$ cat src/rtl/alu_pkg.sv
// Shared arithmetic-unit definitions.
// Divider width, FSM states and helpers.
package alu_pkg;

  localparam int WIDTH = 8;
  localparam int CNT_W = $clog2(WIDTH + 1);

  typedef enum logic [1:0] {
    IDLE = 2'd0,
    RUN  = 2'd1,
    FIX  = 2'd2,
    DONE = 2'd3
  } div_state_t;

  // Magnitude; the most negative value maps to its unsigned image.
  function automatic logic [WIDTH-1:0] mag(
    input logic [WIDTH-1:0] v,
    input logic             s
  );
    return (s & v[WIDTH-1]) ? -v : v;
  endfunction

endpackage

$ cat src/rtl/div_step.sv
// One restoring-division iteration.
// Shifts {P,Q}, trial-subtracts D, restores on borrow.
module div_step
  import alu_pkg::*;
#(
  parameter int W = WIDTH
) (
  input  logic [W-1:0] p,
  input  logic [W-1:0] q,
  input  logic [W-1:0] d,
  output logic [W-1:0] p_nxt,
  output logic [W-1:0] q_nxt
);

  logic [W:0]   sh;
  logic [W+1:0] t;
  logic         ok;
  logic         unused_t;

  assign sh       = {p, q[W-1]};
  assign t        = {1'b0, sh} - {2'b00, d};
  assign ok       = ~t[W+1];
  assign unused_t = t[W];

  // P < D before the step, so either result fits W bits.
  assign p_nxt = ok ? t[W-1:0] : sh[W-1:0];
  assign q_nxt = {q[W-2:0], ok};

endmodule

$ cat src/rtl/divider.sv
// Sequential restoring divider, signed or unsigned.
// One quotient bit per cycle, then a sign fix-up cycle.
module divider
  import alu_pkg::*;
(
  input  logic             clk,
  input  logic             rst,
  input  logic             start,
  input  logic             is_signed,
  input  logic [WIDTH-1:0] dividend,
  input  logic [WIDTH-1:0] divisor,
  output logic [WIDTH-1:0] quotient,
  output logic [WIDTH-1:0] remainder,
  output logic             busy,
  output logic             done,
  output logic             div_by_zero,
  output logic             overflow
);

  div_state_t       state;
  logic [CNT_W-1:0] cnt;
  logic [WIDTH-1:0] p;
  logic [WIDTH-1:0] q;
  logic [WIDTH-1:0] d;
  logic             dvd_neg;
  logic             dvs_neg;
  logic             ovf_pend;
  logic [WIDTH-1:0] p_nxt;
  logic [WIDTH-1:0] q_nxt;
  logic             accept;

  localparam logic [WIDTH-1:0] MIN_NEG = {1'b1, {(WIDTH-1){1'b0}}};

  assign accept = start & ((state == IDLE) | (state == DONE));

  div_step #(.W(WIDTH)) u_step (
    .p     (p),
    .q     (q),
    .d     (d),
    .p_nxt (p_nxt),
    .q_nxt (q_nxt)
  );

  always_ff @(posedge clk or posedge rst) begin
    if (rst) begin
      state       <= IDLE;
      cnt         <= '0;
      p           <= '0;
      q           <= '0;
      d           <= '0;
      dvd_neg     <= 1'b0;
      dvs_neg     <= 1'b0;
      ovf_pend    <= 1'b0;
      quotient    <= '0;
      remainder   <= '0;
      busy        <= 1'b0;
      done        <= 1'b0;
      div_by_zero <= 1'b0;
      overflow    <= 1'b0;
    end else begin
      unique case (state)
        IDLE, DONE: begin
          if (accept) begin
            dvd_neg  <= is_signed & dividend[WIDTH-1];
            dvs_neg  <= is_signed & divisor[WIDTH-1];
            ovf_pend <= is_signed & (dividend == MIN_NEG)
                        & (divisor == '1);
            overflow <= 1'b0;
            if (divisor == '0) begin
              quotient    <= '1;
              remainder   <= dividend;
              div_by_zero <= 1'b1;
              done        <= 1'b1;
              state       <= DONE;
            end else begin
              div_by_zero <= 1'b0;
              done        <= 1'b0;
              busy        <= 1'b1;
              cnt         <= '0;
              p           <= '0;
              q           <= mag(dividend, is_signed);
              d           <= mag(divisor, is_signed);
              state       <= RUN;
            end
          end
        end
        RUN: begin
          p   <= p_nxt;
          q   <= q_nxt;
          cnt <= cnt + 1'b1;
          if (cnt == CNT_W'(WIDTH - 1)) state <= FIX;
        end
        FIX: begin
          quotient  <= (dvd_neg ^ dvs_neg) ? -q : q;
          remainder <= dvd_neg ? -p : p;
          overflow  <= ovf_pend;
          busy      <= 1'b0;
          done      <= 1'b1;
          state     <= DONE;
        end
        default: state <= IDLE;
      endcase
    end
  end

endmodule

$ cat config.mk
export PLATFORM = sky130hd
export DESIGN_NAME = divider
export DESIGN_NICKNAME = d
export VERILOG_FILES = /design/src/rtl/alu_pkg.sv /design/src/rtl/div_step.sv /design/src/rtl/divider.sv
export SDC_FILE = /design/constraint.sdc
export NUM_CORES = 1
export LEC_CHECK = 0
export BUFFER_PORTS_ARGS = -buffer_cell sky130_fd_sc_hd__buf_2
export CAP_MARGIN = 0
export CELL_PAD_IN_SITES_DETAIL_PLACEMENT = 0
export CELL_PAD_IN_SITES_GLOBAL_PLACEMENT = 1
export CORE_MARGIN = 1
export CORE_UTILIZATION = 40
export CTS_CLUSTER_DIAMETER = 150
export CTS_CLUSTER_SIZE = 40
export DETAILED_ROUTE_END_ITERATION = 16
export HOLD_SLACK_MARGIN = 0.05
export PLACE_DENSITY = 0.85
export SYNTH_ARGS = -nofsm -noshare
export SYNTH_HDL_FRONTEND = slang
export SYNTH_SLANG_ARGS = --single-unit
$ cat constraint.sdc
create_clock -name clk -period 2.2 [get_ports clk]
set_input_delay 0 -clock clk [delete_from_list [all_inputs] [get_ports clk]]
set_output_delay 0 -clock clk [all_outputs]
set_load 0.05 [all_outputs]
Yosys cells after proc, flatten, opt, wreduce, memory -nomap -nowiden
Index checks and enable logic that the tools add are counted.
Widths: inputs -> output; s select.

storage, ports and cells
  output and inout port bits = 20
  bits in registers = 53
  word-level logic and storage cells = 83

operators by class
  add/sub/neg operators = 6
  multiplexer cells = 32
  bitwise gates (word level) = 9
  equal/unequal tests = 10
  reductions and logical operators = 12

operators by type and width
  cell                 number
  $mux 8               13
  $pmux 8 s2           4
  $neg 8->8            4
  $eq 8x8->1 const B   2
  $reduce_and 3->1     4
  $sub 9x8->10         1
  $logic_not 8->1      1
  $mux 4               2
  $ne 2x2->1 const B   4
  $pmux 4 s2           1
  $mux 2               3
  $pmux 1 s2           3
  $pmux 2 s3           1
  $reduce_and 2->1     3
  $and 1x1->1          5
  $mux 1               5
  $add 4x1->4 const B  1
  $eq 2x2->1 const B   2
  $eq 4x3->1 const B   1
  $reduce_bool 2->1    2
  $eq 2x1->1 const B   1
  $logic_not 2->1      1
  $not 1->1            2
  $reduce_or 2->1      1
  other kinds (2)      2

Longest topological paths before layout
  depth in word-level cells = 5
  depth in mapped cells = 9

Cells and area by module
A second synthesis with hierarchy kept.

unflattened totals
  cell total of the unflattened synthesis = 393
  area total of the unflattened synthesis = 3,492.1 µm²

modules (own cells, without submodules)
  module    area each (µm²)  sequential area each (µm²)  instances  cells an instance
  divider   2,935.3          1,326.3                     1          325
  div_step  556.8            0.0                         1          68

Worst setup path after synthesis
OpenSTA, ideal clock, no wires.

  path kind = reg2reg
  start point = register p[5]
  end point = register p[5]
  setup time = 0.077 ns
  stages on the path, launching flop included = 8
  path buffers = 1
  slack = -0.023 ns
  data required time = 2.123 ns
  arrival time = 2.147 ns
  path through = dfrtp_1 > ha_1 > buf_6 > a21oi_4 > o22ai_2 > a2111oi_4 > mux2_2 > o21ai_1

between the ends
  word-level cells in the longest chain between the ends = 3

ends and longest elaborated chain
  item                    RTL line        RTL
  start, declared         divider.sv:22   logic [WIDTH-1:0] p;
  start signal, assigned  divider.sv:88   p <= p_nxt;
  $sub 9x8->10            div_step.sv:21  assign t = {1'b0, sh} - {2'b00, d};
  $mux 8                  div_step.sv:26  assign p_nxt = ok ? t[W-1:0] : sh[W-1:0];
  $pmux 8 s2              divider.sv:61   unique case (state)

Every way passes these cells.
A chain may end at the register's enable or synchronous reset.

Worst setup path in the final report
  start point = register p[1]
  end point = register p[5]

Same word-level chain as after synthesis.

==> key figures <==
Global routing
  • Initial antenna violation count: 0
  • First-pass GRT wire length: 13.2 mm
  • GRT overflow: 0
  • Pin count of the biggest net entering global routing: 32
  • Global Route Usage Sum: 19.0%
  • Vias in the first global route: 2,697

Synth
  • Synth Area in XOR/XNOR: 6.40%
  • Sequential share of the synthesized area: 38.8%
  • Post-synth top flop: dfrtp_1
  • Post-synthesis cell type count: 61
  • EDFF count, synth: 0
  • Synth Area in Compound Gates: 20.9%
  • Mapped Cells: 388
  • Mapped Avg Cell Area: 8.82 um^2
  • Post-Syn Area: 3420 um^2
  • Simple-gate share of the synthesized area: 16.3%
  • Area share of fa/ha/maj cells after synthesis: 6.80%
  • Largest family of logic cells by synthesized area: compound AO/OA/AOI/OAI gates
  • Multiplexer area fraction after synthesis: 5.45%
  • Post-synth net total: 426
  • Seq cells post-synth: 53
  • Syn. warnings: 0
  • Ys async rst share: 100%

Detailed routing
  • Drt total wl: 7.83 mm
  • Vias per inst: 5.26
  • Via Count: 2,927
  • Wire length per cell: 14.1 um
  • ANT nets after route: 0
  • Pre-Repair DR Iteration Count: 4
  • Number of DRC markers in iteration 0: 231
  • Residual DRC: 0

Worst setup path
  • Req. time, crit path: 2.44 ns
  • Setup crit end: p[5]$_DFFE_PP0P_
  • Source of the critical timing path: p[1]$_DFFE_PP0P_
  • Flop-to-flop setup slack: 0.11 ns
  • Crit path capture type: register
  • Worst Path Arrival: 2.33 ns
  • Crit-path max FO: 3
  • Worst setup SP type: register
  • Delay of the slowest cell on the worst path: 0.39 ns
  • Worst r2r path cells: 7
  • Setup CP Type: register to register
  • CP Cell Sequence: ha_1 -> o21ai_1 -> a21oi_1 -> a2111oi_4 -> buf_4 -> mux2_2 -> o21ai_1
  • R2r endpoint: p[5]$_DFFE_PP0P_
  • Reg2Reg Launch Point: p[1]$_DFFE_PP0P_
  • Most frequent cell on the critical path: o21ai_1
  • Crit-path slowest cell: dfrtp_1

STA
  • Final Skew: 0.0128 ns
  • Worst Tran Pin Value: 0.671 ns
  • Final min period: 2.09 ns
  • Unrepaired setup endpoints after global routing: yes
  • Period utilisation layout: 95.2%
  • Setup TNS: 0 ns
  • Max Transition Viols Final: 0
  • Max-slew headroom: 55.2%
  • Count of final setup violators: 0
  • Worst-case hold slack: 0.0695 ns
  • Post-layout worst setup margin: 0.107 ns
  • Final hold vios: 0
  • Fmax: 478 MHz

Die
  • Starting density of the core: 41.4%
  • Top Ports: 40
  • Site Rows: 33
  • Core area: 8260 um^2
  • Die X: 94.5 um
  • Die height: 94.5 um
  • Die Area: 8930 um^2

Min path
  • WHS Path Cells: 3
  • Worst Hold Class: primary input to register

Clocking
  • Clock Tree Buf Depth: 2
  • H-tree depth: 2
  • Reg clk slew, reported paths: 0.09 ns
  • CTS tree: built
  • # clock sinks: 53
  • Root buf cell: clkbuf_8
  • TritonCTS Buffers: 5
  • Worst-Skew Late Latency: 0.32 ns

Place
  • Port Buf Inserts: 39
  • Post-DP Area: 3850 um^2
  • DPL Wire Length: 6.00 mm
  • Worst slack, placed: 0.00243 ns
  • Routability Congestion: 0.989

Power and ir drop
  • Worst VDD drop: 0.000610 V
  • Pwr dens: 1340 nW/um^2
  • Static leakage: 1.85 nW

Layout
  • Design area: 4070 um^2
  • Most frequent cells in the layout: dfrtp_1, nand2_1, buf_2
  • Commonest non-fill, non-tap cell in the layout: dfrtp_1
  • # diodes: 0
  • Area Overhead vs Synth: 19.1%
  • Share of cells above drive strength 1: 19.7%
  • Nets: 488

Outcome
  • Status: completed

Run
  • Max-Cap Viols: 0
-- routing by layer --
layer,track usage [%],vias to the layer above,wire length (um)
met4,5.56,0,78
met1,26.9,1363,3860
met5,0,-,0
met3,2.66,8,385
met2,30.1,76,3510
li1,-,1480,-
-- logic make-up after synthesis --
group	count (synthesis)
simple gates	117
compound gates	112
flops	53
buf+inv	45
xor+xnor	25
mux	18
fa+ha+maj	18
-- sequential cells by signal (all words and copies together), names as in the netlist --
name	flops
d	8
p	8
q	8
quotient	8
remainder	8
cnt	4
state	2
busy	1
div_by_zero	1
done	1
dvd_neg	1
dvs_neg	1
overflow	1
ovf_pend	1
-- worst max-delay path: cells and delay by family, from the launching register on --
family | cells | cell delay [ns]
fa+ha+maj | 1 | 0.31
buf+inv | 1 | 0.18
mux | 1 | 0.33
compound gates | 4 | 0.82
flops | 1 | 0.39
-- report_power, final --
group	internal [mW]	switching [mW]
Clock	0.342	0.332
Combinational	1.24	1.94
Sequential	1.32	0.277
Total	2.90	2.55
-- what timing repair did --
action,in CTS,in global routing
hold endpoints to repair,35,0
endpoints found under the setup margin,1,10
setup buffers,1,2
gates resized for setup,0,4
hold buffers,7,0
cloned,0,0
pin swaps,1,1
-- cell type report --
cell class | instances | area (um^2)
fill | 808 | 4190
tap | 105 | 131
clock buffer | 6 | 72.6
clock inverter | 2 | 38.8
timing repair buffer | 71 | 465
multi-input combinational | 290 | 1930
sequential | 53 | 1330
inverter | 29 | 109
-- how the worst min path moves through the flow --
stage | start | to | slack (ns)
final | dividend[5] | remainder[5]$_DFFE_PP0P_ | 0.07
after detailed placement | rst | remainder[7]$_DFFE_PP0P_ | 0.14
after global routing | divisor[6] | d[6]$_DFFE_PP0P_ | 0.08
after CTS | dividend[5] | remainder[5]$_DFFE_PP0P_ | 0.06
after global placement | rst | remainder[3]$_DFFE_PP0P_ | 0.13
after floorplan | divisor[0] | d[0]$_DFFE_PP0P_ | 0.15
-- synth_stat cells, drive strengths merged, types with 2 or more instances --
library cell / instances / share of area (%)
buf: 9 / 1.5
xnor2: 20 / 5.1
a2111oi: 2 / 1.1
mux2i: 13 / 3.8
a21o: 2 / 0.44
dfrtp: 53 / 39
nor2: 33 / 3.6
nand2b: 4 / 0.73
nor2b: 5 / 0.91
xor2: 5 / 1.3
nand3: 8 / 1.2
nand2: 42 / 4.6
o22ai: 2 / 0.55
and2: 2 / 0.37
a31oi: 8 / 1.5
nor3: 8 / 1.5
mux2: 5 / 1.6
nor3b: 4 / 0.88
ha: 17 / 6.2
inv: 29 / 3.2
o31ai: 5 / 1.1
or4: 2 / 0.44
o41ai: 2 / 0.73
nand4: 2 / 0.37
o21ai: 43 / 6.4
clkbuf: 7 / 0.77
a21oi: 33 / 5.3
-- through the flow --
step                      cells  util, %  power [mW]
after CTS                   554     48.9        5.42
after floorplan             388        -        3.92
after global placement      538     46.6        4.67
after global routing        556     49.3        5.92
after detailed placement    538     46.6        4.72
final                       556     49.3        5.45
No activity file was read; power rests on OpenSTA's default activity.
